### src/rtl/sync_fifo_flagged.sv
// sync_fifo_flagged: single-clock FIFO with threshold flags, ack/err handshakes, occupancy count, flush and optional FWFT read
module sync_fifo_flagged #(
   parameter int SIZE      = 8,
   parameter int DEPTH     = 4,
   parameter int AF_THRESH = (1 << DEPTH) - 1,
   parameter int AE_THRESH = 1,
   parameter int FWFT      = 0
) (
   input  logic             clk_i,
   input  logic             rst_n_i,
   input  logic [SIZE-1:0]  din,
   input  logic             wen,
   input  logic             ren,
   input  logic             flush,
   output logic [SIZE-1:0]  dout,
   output logic             fifo_full,
   output logic             fifo_empty,
   output logic             almost_full,
   output logic             almost_empty,
   output logic             wr_ack,
   output logic             wr_err,
   output logic             rd_ack,
   output logic             rd_err,
   output logic [DEPTH:0]   data_count
);
   localparam logic [DEPTH:0] CAP = (DEPTH+1)'(1 << DEPTH);
   localparam logic [DEPTH:0] AF  = (DEPTH+1)'(AF_THRESH);
   localparam logic [DEPTH:0] AE  = (DEPTH+1)'(AE_THRESH);
   logic [SIZE-1:0] mem [1 << DEPTH];
   logic [DEPTH:0]  wr_ptr_q, wr_ptr_d, rd_ptr_q, rd_ptr_d, count_q, count_d;
   logic [SIZE-1:0] dout_q, dout_d, head;
   logic            wr_ack_q, wr_ack_d, wr_err_q, wr_err_d;
   logic            rd_ack_q, rd_ack_d, rd_err_q, rd_err_d;
   logic            wr_ok, rd_ok;
   assign fifo_full    = count_q == CAP;
   assign fifo_empty   = count_q == '0;
   assign almost_full  = count_q >= AF;
   assign almost_empty = count_q <= AE;
   assign data_count   = count_q;
   assign wr_ack       = wr_ack_q;
   assign wr_err       = wr_err_q;
   assign rd_ack       = rd_ack_q;
   assign rd_err       = rd_err_q;
   assign head         = mem[rd_ptr_q[DEPTH-1:0]];
   assign dout         = (FWFT != 0) ? head : dout_q;
   always_comb begin
      wr_ok    = wen & ~fifo_full & ~flush;
      rd_ok    = ren & ~fifo_empty & ~flush;
      wr_ack_d = wr_ok;
      wr_err_d = wen & fifo_full & ~flush;
      rd_ack_d = rd_ok;
      rd_err_d = ren & fifo_empty & ~flush;
      wr_ptr_d = flush ? '0 : wr_ok ? wr_ptr_q + 1'b1 : wr_ptr_q;
      rd_ptr_d = flush ? '0 : rd_ok ? rd_ptr_q + 1'b1 : rd_ptr_q;
      count_d  = flush ? '0 :
                 (wr_ok & ~rd_ok) ? count_q + 1'b1 :
                 (rd_ok & ~wr_ok) ? count_q - 1'b1 : count_q;
      dout_d   = rd_ok ? head : dout_q;
   end
   always_ff @(posedge clk_i) begin
      if (wr_ok) mem[wr_ptr_q[DEPTH-1:0]] <= din;
   end
   always_ff @(posedge clk_i or negedge rst_n_i) begin
      if (!rst_n_i) begin
         wr_ptr_q <= '0;
         rd_ptr_q <= '0;
         count_q  <= '0;
         dout_q   <= '0;
         wr_ack_q <= 1'b0;
         wr_err_q <= 1'b0;
         rd_ack_q <= 1'b0;
         rd_err_q <= 1'b0;
      end else begin
         wr_ptr_q <= wr_ptr_d;
         rd_ptr_q <= rd_ptr_d;
         count_q  <= count_d;
         dout_q   <= dout_d;
         wr_ack_q <= wr_ack_d;
         wr_err_q <= wr_err_d;
         rd_ack_q <= rd_ack_d;
         rd_err_q <= rd_err_d;
      end
   end
endmodule

### config.mk
export PLATFORM = sky130hd
export DESIGN_NAME = sync_fifo_flagged
export DESIGN_NICKNAME = d
export VERILOG_FILES = /design/src/rtl/sync_fifo_flagged.sv
export SDC_FILE = /design/constraint.sdc
export NUM_CORES = 1
export LEC_CHECK = 0
export CAP_MARGIN = 20
export CORE_ASPECT_RATIO = 0.9
export CORE_MARGIN = 2
export CORE_UTILIZATION = 53
export DETAILED_ROUTE_END_ITERATION = 10
export PLACE_DENSITY = 0.86
export SYNTH_ARGS = -nofsm -noshare
export SYNTH_HDL_FRONTEND = slang
export SYNTH_SLANG_ARGS = --single-unit
export TNS_END_PERCENT = 30
### constraint.sdc
create_clock -name clk_i -period 2.4 [get_ports clk_i]
set_input_delay 0.48 -clock clk_i [delete_from_list [all_inputs] [get_ports clk_i]]
set_output_delay 0.48 -clock clk_i [all_outputs]
set_load 0.02 [all_outputs]
======== Word-level counts from Yosys, hierarchy flattened ========
Memory sizes are Yosys's and may differ from the RTL's. A register that Yosys moved wholly into a read port is not among the register bits.
Cells that the tools add are included.
operators by class
  reduce and logical (&&, ||, !) cells .... 5
  magnitude comparators ................... 2
  add/subtract/negate cells ............... 4
  bitwise gates (word level) .............. 15
  equality and inequality tests ........... 1
  multiplexer cells ....................... 9
operators by type and width
  cell                                                               count
  2-to-1 mux 5 bit                                                   7
  adder 5 x 1 -> 5 bit, second input constant                        3
  AND 1 bit                                                          10
  equality test 5 bit, second input constant                         1
  greater-or-equal comparator 5 x 4 -> 1 bit, second input constant  1
  less-or-equal comparator 5 x 1 -> 1 bit, second input constant     1
  zero test 5 bit                                                    1
  inverter 1 bit                                                     5
  subtractor 5 x 1 -> 5 bit, second input constant                   1
  nonzero test 2 bit                                                 2
  nonzero test 3 bit                                                 1
  2-to-1 mux 1 bit                                                   2
  zero test 1 bit                                                    1
storage, ports and cells
  memories kept ........................... 1
  bits in registers ....................... 19
  bits in writable memories ............... 128
memories
  memory  words  width  read ports  clocked after Yosys merged registers in  write ports  line  source
  mem     16     8      1           1                                        1            29    logic [SIZE-1:0] mem [1 << DEPTH];

======== Longest topological paths before layout ========
  word-level depth ........................ 9
  depth in mapped cells ................... 8
  gate-level depth less buffers ........... 7

======== Least setup slack after synthesis ========
No wires, ideal clock.
  path kind ............................... reg-to-reg
  start point ............................. register count_q[1], in the netlist data_count[1]
  end point ............................... memory mem[3][0] (enable)
  arrival ................................. 2.257 ns
  library setup time ...................... 0.383 ns
  slack ................................... -0.241 ns
  clock period less this slack ............ 2.641 ns
  data required time ...................... 2.017 ns
  path buffers ............................ 1
  stages on the path, launching flop included .. 9
  path through ............................ dfrtp_1 inv_1 ha_1 nand4bb_1 buf_2 inv_2 nor3b_2 nand2_1 nor3_1
between the ends
  word-level cells in the longest chain between the ends .. 6
ends and longest elaborated chain
  item                                    line  source
  start, declared                         30    logic [DEPTH:0] wr_ptr_q, wr_ptr_d, rd_ptr_q, rd_ptr_d, count_q, count_d;
  start signal, assigned                  76    count_q <= count_d;
  equality test 5 bit                     35    assign fifo_full = count_q == CAP;
  net fifo_full                           16    output logic fifo_full,
  inverter 1 bit                          47    wr_ok = wen & ~fifo_full & ~flush;
  AND 1 bit (2 in a row)                  47
  net wr_ack_d                            32    logic wr_ack_q, wr_ack_d, wr_err_q, wr_err_d;
  2-to-1 mux 1 bit                        61    if (wr_ok) mem[wr_ptr_q[DEPTH-1:0]] <= din;
  2-to-1 mux 1 bit (not written as such)  61
  end, declared                           29
The timed path passes the listed nets, and every way through them passes these cells.

======== Worst setup path in the final report ========
  start point ............................. register count_q[0], in the netlist data_count[0]
  end point ............................... output port fifo_empty
between the ends
  word-level cells in the longest chain between the ends .. 1
ends and longest elaborated chain
  item             line  source
  zero test 5 bit  36    assign fifo_empty = count_q == '0;
  end, declared    17    output logic fifo_empty,
No other way between the ends.

==> results.yml <==
setup_path:
  r2r-end: "dout[6]"
  cp_max_fo: 6
  arrival_ns: 1.85
  rr_worst_depth: 7
  cp-start-kind: "flop"
  r2r_start: "data_count[0]"
  worstPathRequired_ns: 1.92
  cp-end-kind: "primary output"
  ff2ff_setup_slack_ns: 0.18
  worstSetupPathType: "flop to primary output"
die:
  die_w_microns: 119
  die_h_microns: 107
  coreArea_sq_mm: 0.0115
  io_pins: 34
  die-area_sq_mm: 0.0127
  start_util_pct: 54.7
  num_rows: 37
global_routing:
  gr-usage-met1_pct: 29.1
  met2_usage_pct: 36.6
  grt_overflow: 0
  grt_max_degree: 34
  antenna_found_initial: 0
  top_usage_layer: "met2"
  grt_pass1_vias: 3768
  met3_usage_pct: 5.30
  grt_pass1_wl_microns: 20700
  grt_usage_pct: 22.3
layout:
  instances_no_fill: 590
  drive_gt1_share_pct: 28.3
  fin_util_pct: 66.4
  final_area_sq_mm: 0.00762
  nets: 444
  num_antenna_cells: 0
  areaGrowthSynthToFinish_pct: 21.3
synthesis:
  synth_edf_count: 128
  ys_ff_latch: 153
  synthCells: 352
  syn_area_per_cell_sq_um: 17.8
  syn-cell-area_sq_mm: 0.00628
  ys_async_sr_fraction_pct: 16.3
  yosysSeqAreaShare_pct: 71.1
  synthDistinctLibCells: 43
  synth_flop_cell: "edfxtp_1"
  synth_nets: 375
  ys.warnings.count: 0
status:
  status: "finished, final reports clean"
drt:
  vias_per_cell: 5.99
  ant_nets: 0
  via_count: 3536
  wl_per_cell_microns: 22.3
  drc_errors: 0
  wl_microns: 13100
  first_iter_violations: 366
  firstDrtPassIters: 5
placed_design:
  dp_hpwl_microns: 8170
  gp_congestion: 0.853
  placed_cell_area_sq_mm: 0.00703
  io_buffer_count: 33
  place_inst: 558
timing:
  max_freq_mhz: 430
  holdWs_ns: 0.430
  fin_skew_ns: 0.0126
  rsz0062_at_grt: "false"
  hold_viol: 0
  setup_viol_count_final: 0
  finalCriticalPeriod_ns: 2.33
  worst_pin_slew_ns: 0.994
  slew_headroom_pct: 33.6
  setup_tns_ns: 0
  fin_crit_sh_pct: 97.0
  maxSlewViolCount: 0
flow_run:
  maxCapViolations: 0
cts:
  h-tree-depth: 4
  cts_setup_buffers: 0
  cts.sinks: 153
  holdBufCountCts: 0
  cts_root_buffer: "clkbuf_16"
  clk_pin_slew_worst_paths_ns: 0.06
  cts.path.max_buffers: 2
  cts_tree: "built"
  cts_buffers: 17
  insertion_delay_ns: 0.43
power_and_ir_drop:
  peakVddDrop_uv: 798
  p_per_area_mw_per_mm2: 1000
  power_leakage_nw: 2.65
min_path:
  hp-class: "primary input to asynchronous set/reset pin"
worst max-delay path, stage by stage (launching register included):
cell and delay (ns):
dfrtp_1 0.37, inv_1 0.08, ha_1 0.19, or4b_4 0.55, clkinv_8 0.09, buf_2 0.16
metal layers:
layer  routed length [microns]  part of all wire [%]
met1                      5300                    40
met4                       240                   1.8
met3                      1010                   7.7
met5                         0                     0
met2                      6580                    50
layout make-up:
cell class,instances,area [sq um]
multi-input combinational,171,1680
inverter,10,50.0
timing repair buffer,68,618
clock buffer,17,425
clock inverter,15,181
sequential,153,4470
fill,738,3860
tap,156,195
stage by stage:
| step | power (W) | worst slack [ns] |
|---|---|---|
| floorplan | 0.00432 | -0.239 |
| global placement | 0.00494 | 0.105 |
| detailed placement | 0.00499 | 0.0548 |
| CTS | 0.00766 | -0.0176 |
| global route | 0.00788 | 0.0180 |
| finish | 0.00762 | 0.0720 |
synthesized netlist by cell type, types with 2 or more instances:
library cell	instances	area, sq um
o21ai_0	2	10.0
ha_1	10	125
buf_6	2	22.5
buf_2	5	25.0
nor2b_1	2	12.5
mux2i_1	2	20.0
buf_4	2	15.0
mux4_2	32	721
and3_1	3	18.8
nand2b_1	3	18.8
xnor2_1	4	35.0
xor2_1	3	26.3
a31oi_1	2	12.5
nor2_1	27	101
edfxtp_1	128	3840
a22oi_1	7	52.6
nand2_1	16	60.1
nor3b_1	2	15.0
a211oi_1	2	15.0
a21oi_1	4	20.0
nand4_1	2	12.5
mux2_2	8	90.1
dfrtp_1	25	626
nand3_1	19	95.1
inv_2	2	7.51
clkbuf_1	9	33.8
inv_1	6	22.5
nor3_1	8	40.0
power by group:
group          switching [W]  internal, W  total [W]
combinational       0.000930     0.000817    0.00175
clock                0.00120      0.00149    0.00269
sequential          0.000142      0.00304    0.00318
registers in the layout, summed over array words and instances (netlist names):
| signal | count |
|---|---|
| data_count | 5 |
| wr_ptr_q | 4 |
| wr_err | 1 |
| rd_err | 1 |
| rd_ack | 1 |
| mem | 128 |
| wr_ack | 1 |
| dout | 8 |
| rd_ptr_q | 4 |
logic make-up (layout without fill, tap and decap cells):
kind of cell             after synthesis  after routing  synth area share [%]
buffers and inverters                 28            110                  2.33
adder cells (fa/ha/maj)               11             11                  2.17
AO/OA/AOI/OAI                         21             21                  2.55
flip-flops                           153            153                  71.1
XOR/XNOR                               8              8                  1.33
AND/OR/NAND/NOR                       88             88                  7.07
multiplexers                          43             43                  13.4
what timing repair did:
action	in CTS	in global routing
endpoints found under the setup margin	4	2
resized for setup	8	2
gates cloned	0	0
cells in the final DEF (no fill, tap or decap), types with 3 or more instances in the layout:
| cell type | count |
|---|---|
| clkbuf_16 | 17 |
| nand2b_1 | 3 |
| ha_1 | 10 |
| nor3_2 | 3 |
| dfrtp_1 | 24 |
| a21oi_1 | 4 |
| mux4_2 | 32 |
| buf_4 | 32 |
| xnor2_1 | 4 |
| nor3_1 | 5 |
| and3_1 | 3 |
| edfxtp_1 | 128 |
| nor2_1 | 27 |
| inv_8 | 4 |
| xor2_1 | 3 |
| clkinvlp_4 | 3 |
| nand3_1 | 19 |
| mux2_2 | 8 |
| nand2_1 | 16 |
| a22oi_1 | 7 |
| clkdlybuf4s50_1 | 29 |
| clkinv_8 | 4 |
| buf_12 | 3 |
| inv_6 | 3 |
| inv_1 | 6 |
worst max path at each step:
stage / cells after the start / slack (ns) / start / end
global placement: 5 / 0.10 / data_count[0] / fifo_empty
detailed placement: 5 / 0.05 / flush / mem[4][3]
finish: 5 / 0.07 / data_count[0] / fifo_empty
CTS: 5 / -0.02 / data_count[0] / fifo_empty
global route: 7 / 0.02 / data_count[0] / almost_full
floorplan: 8 / -0.24 / data_count[1] / mem[1][0]
Note: power is estimated with default switching activity, not from simulation.
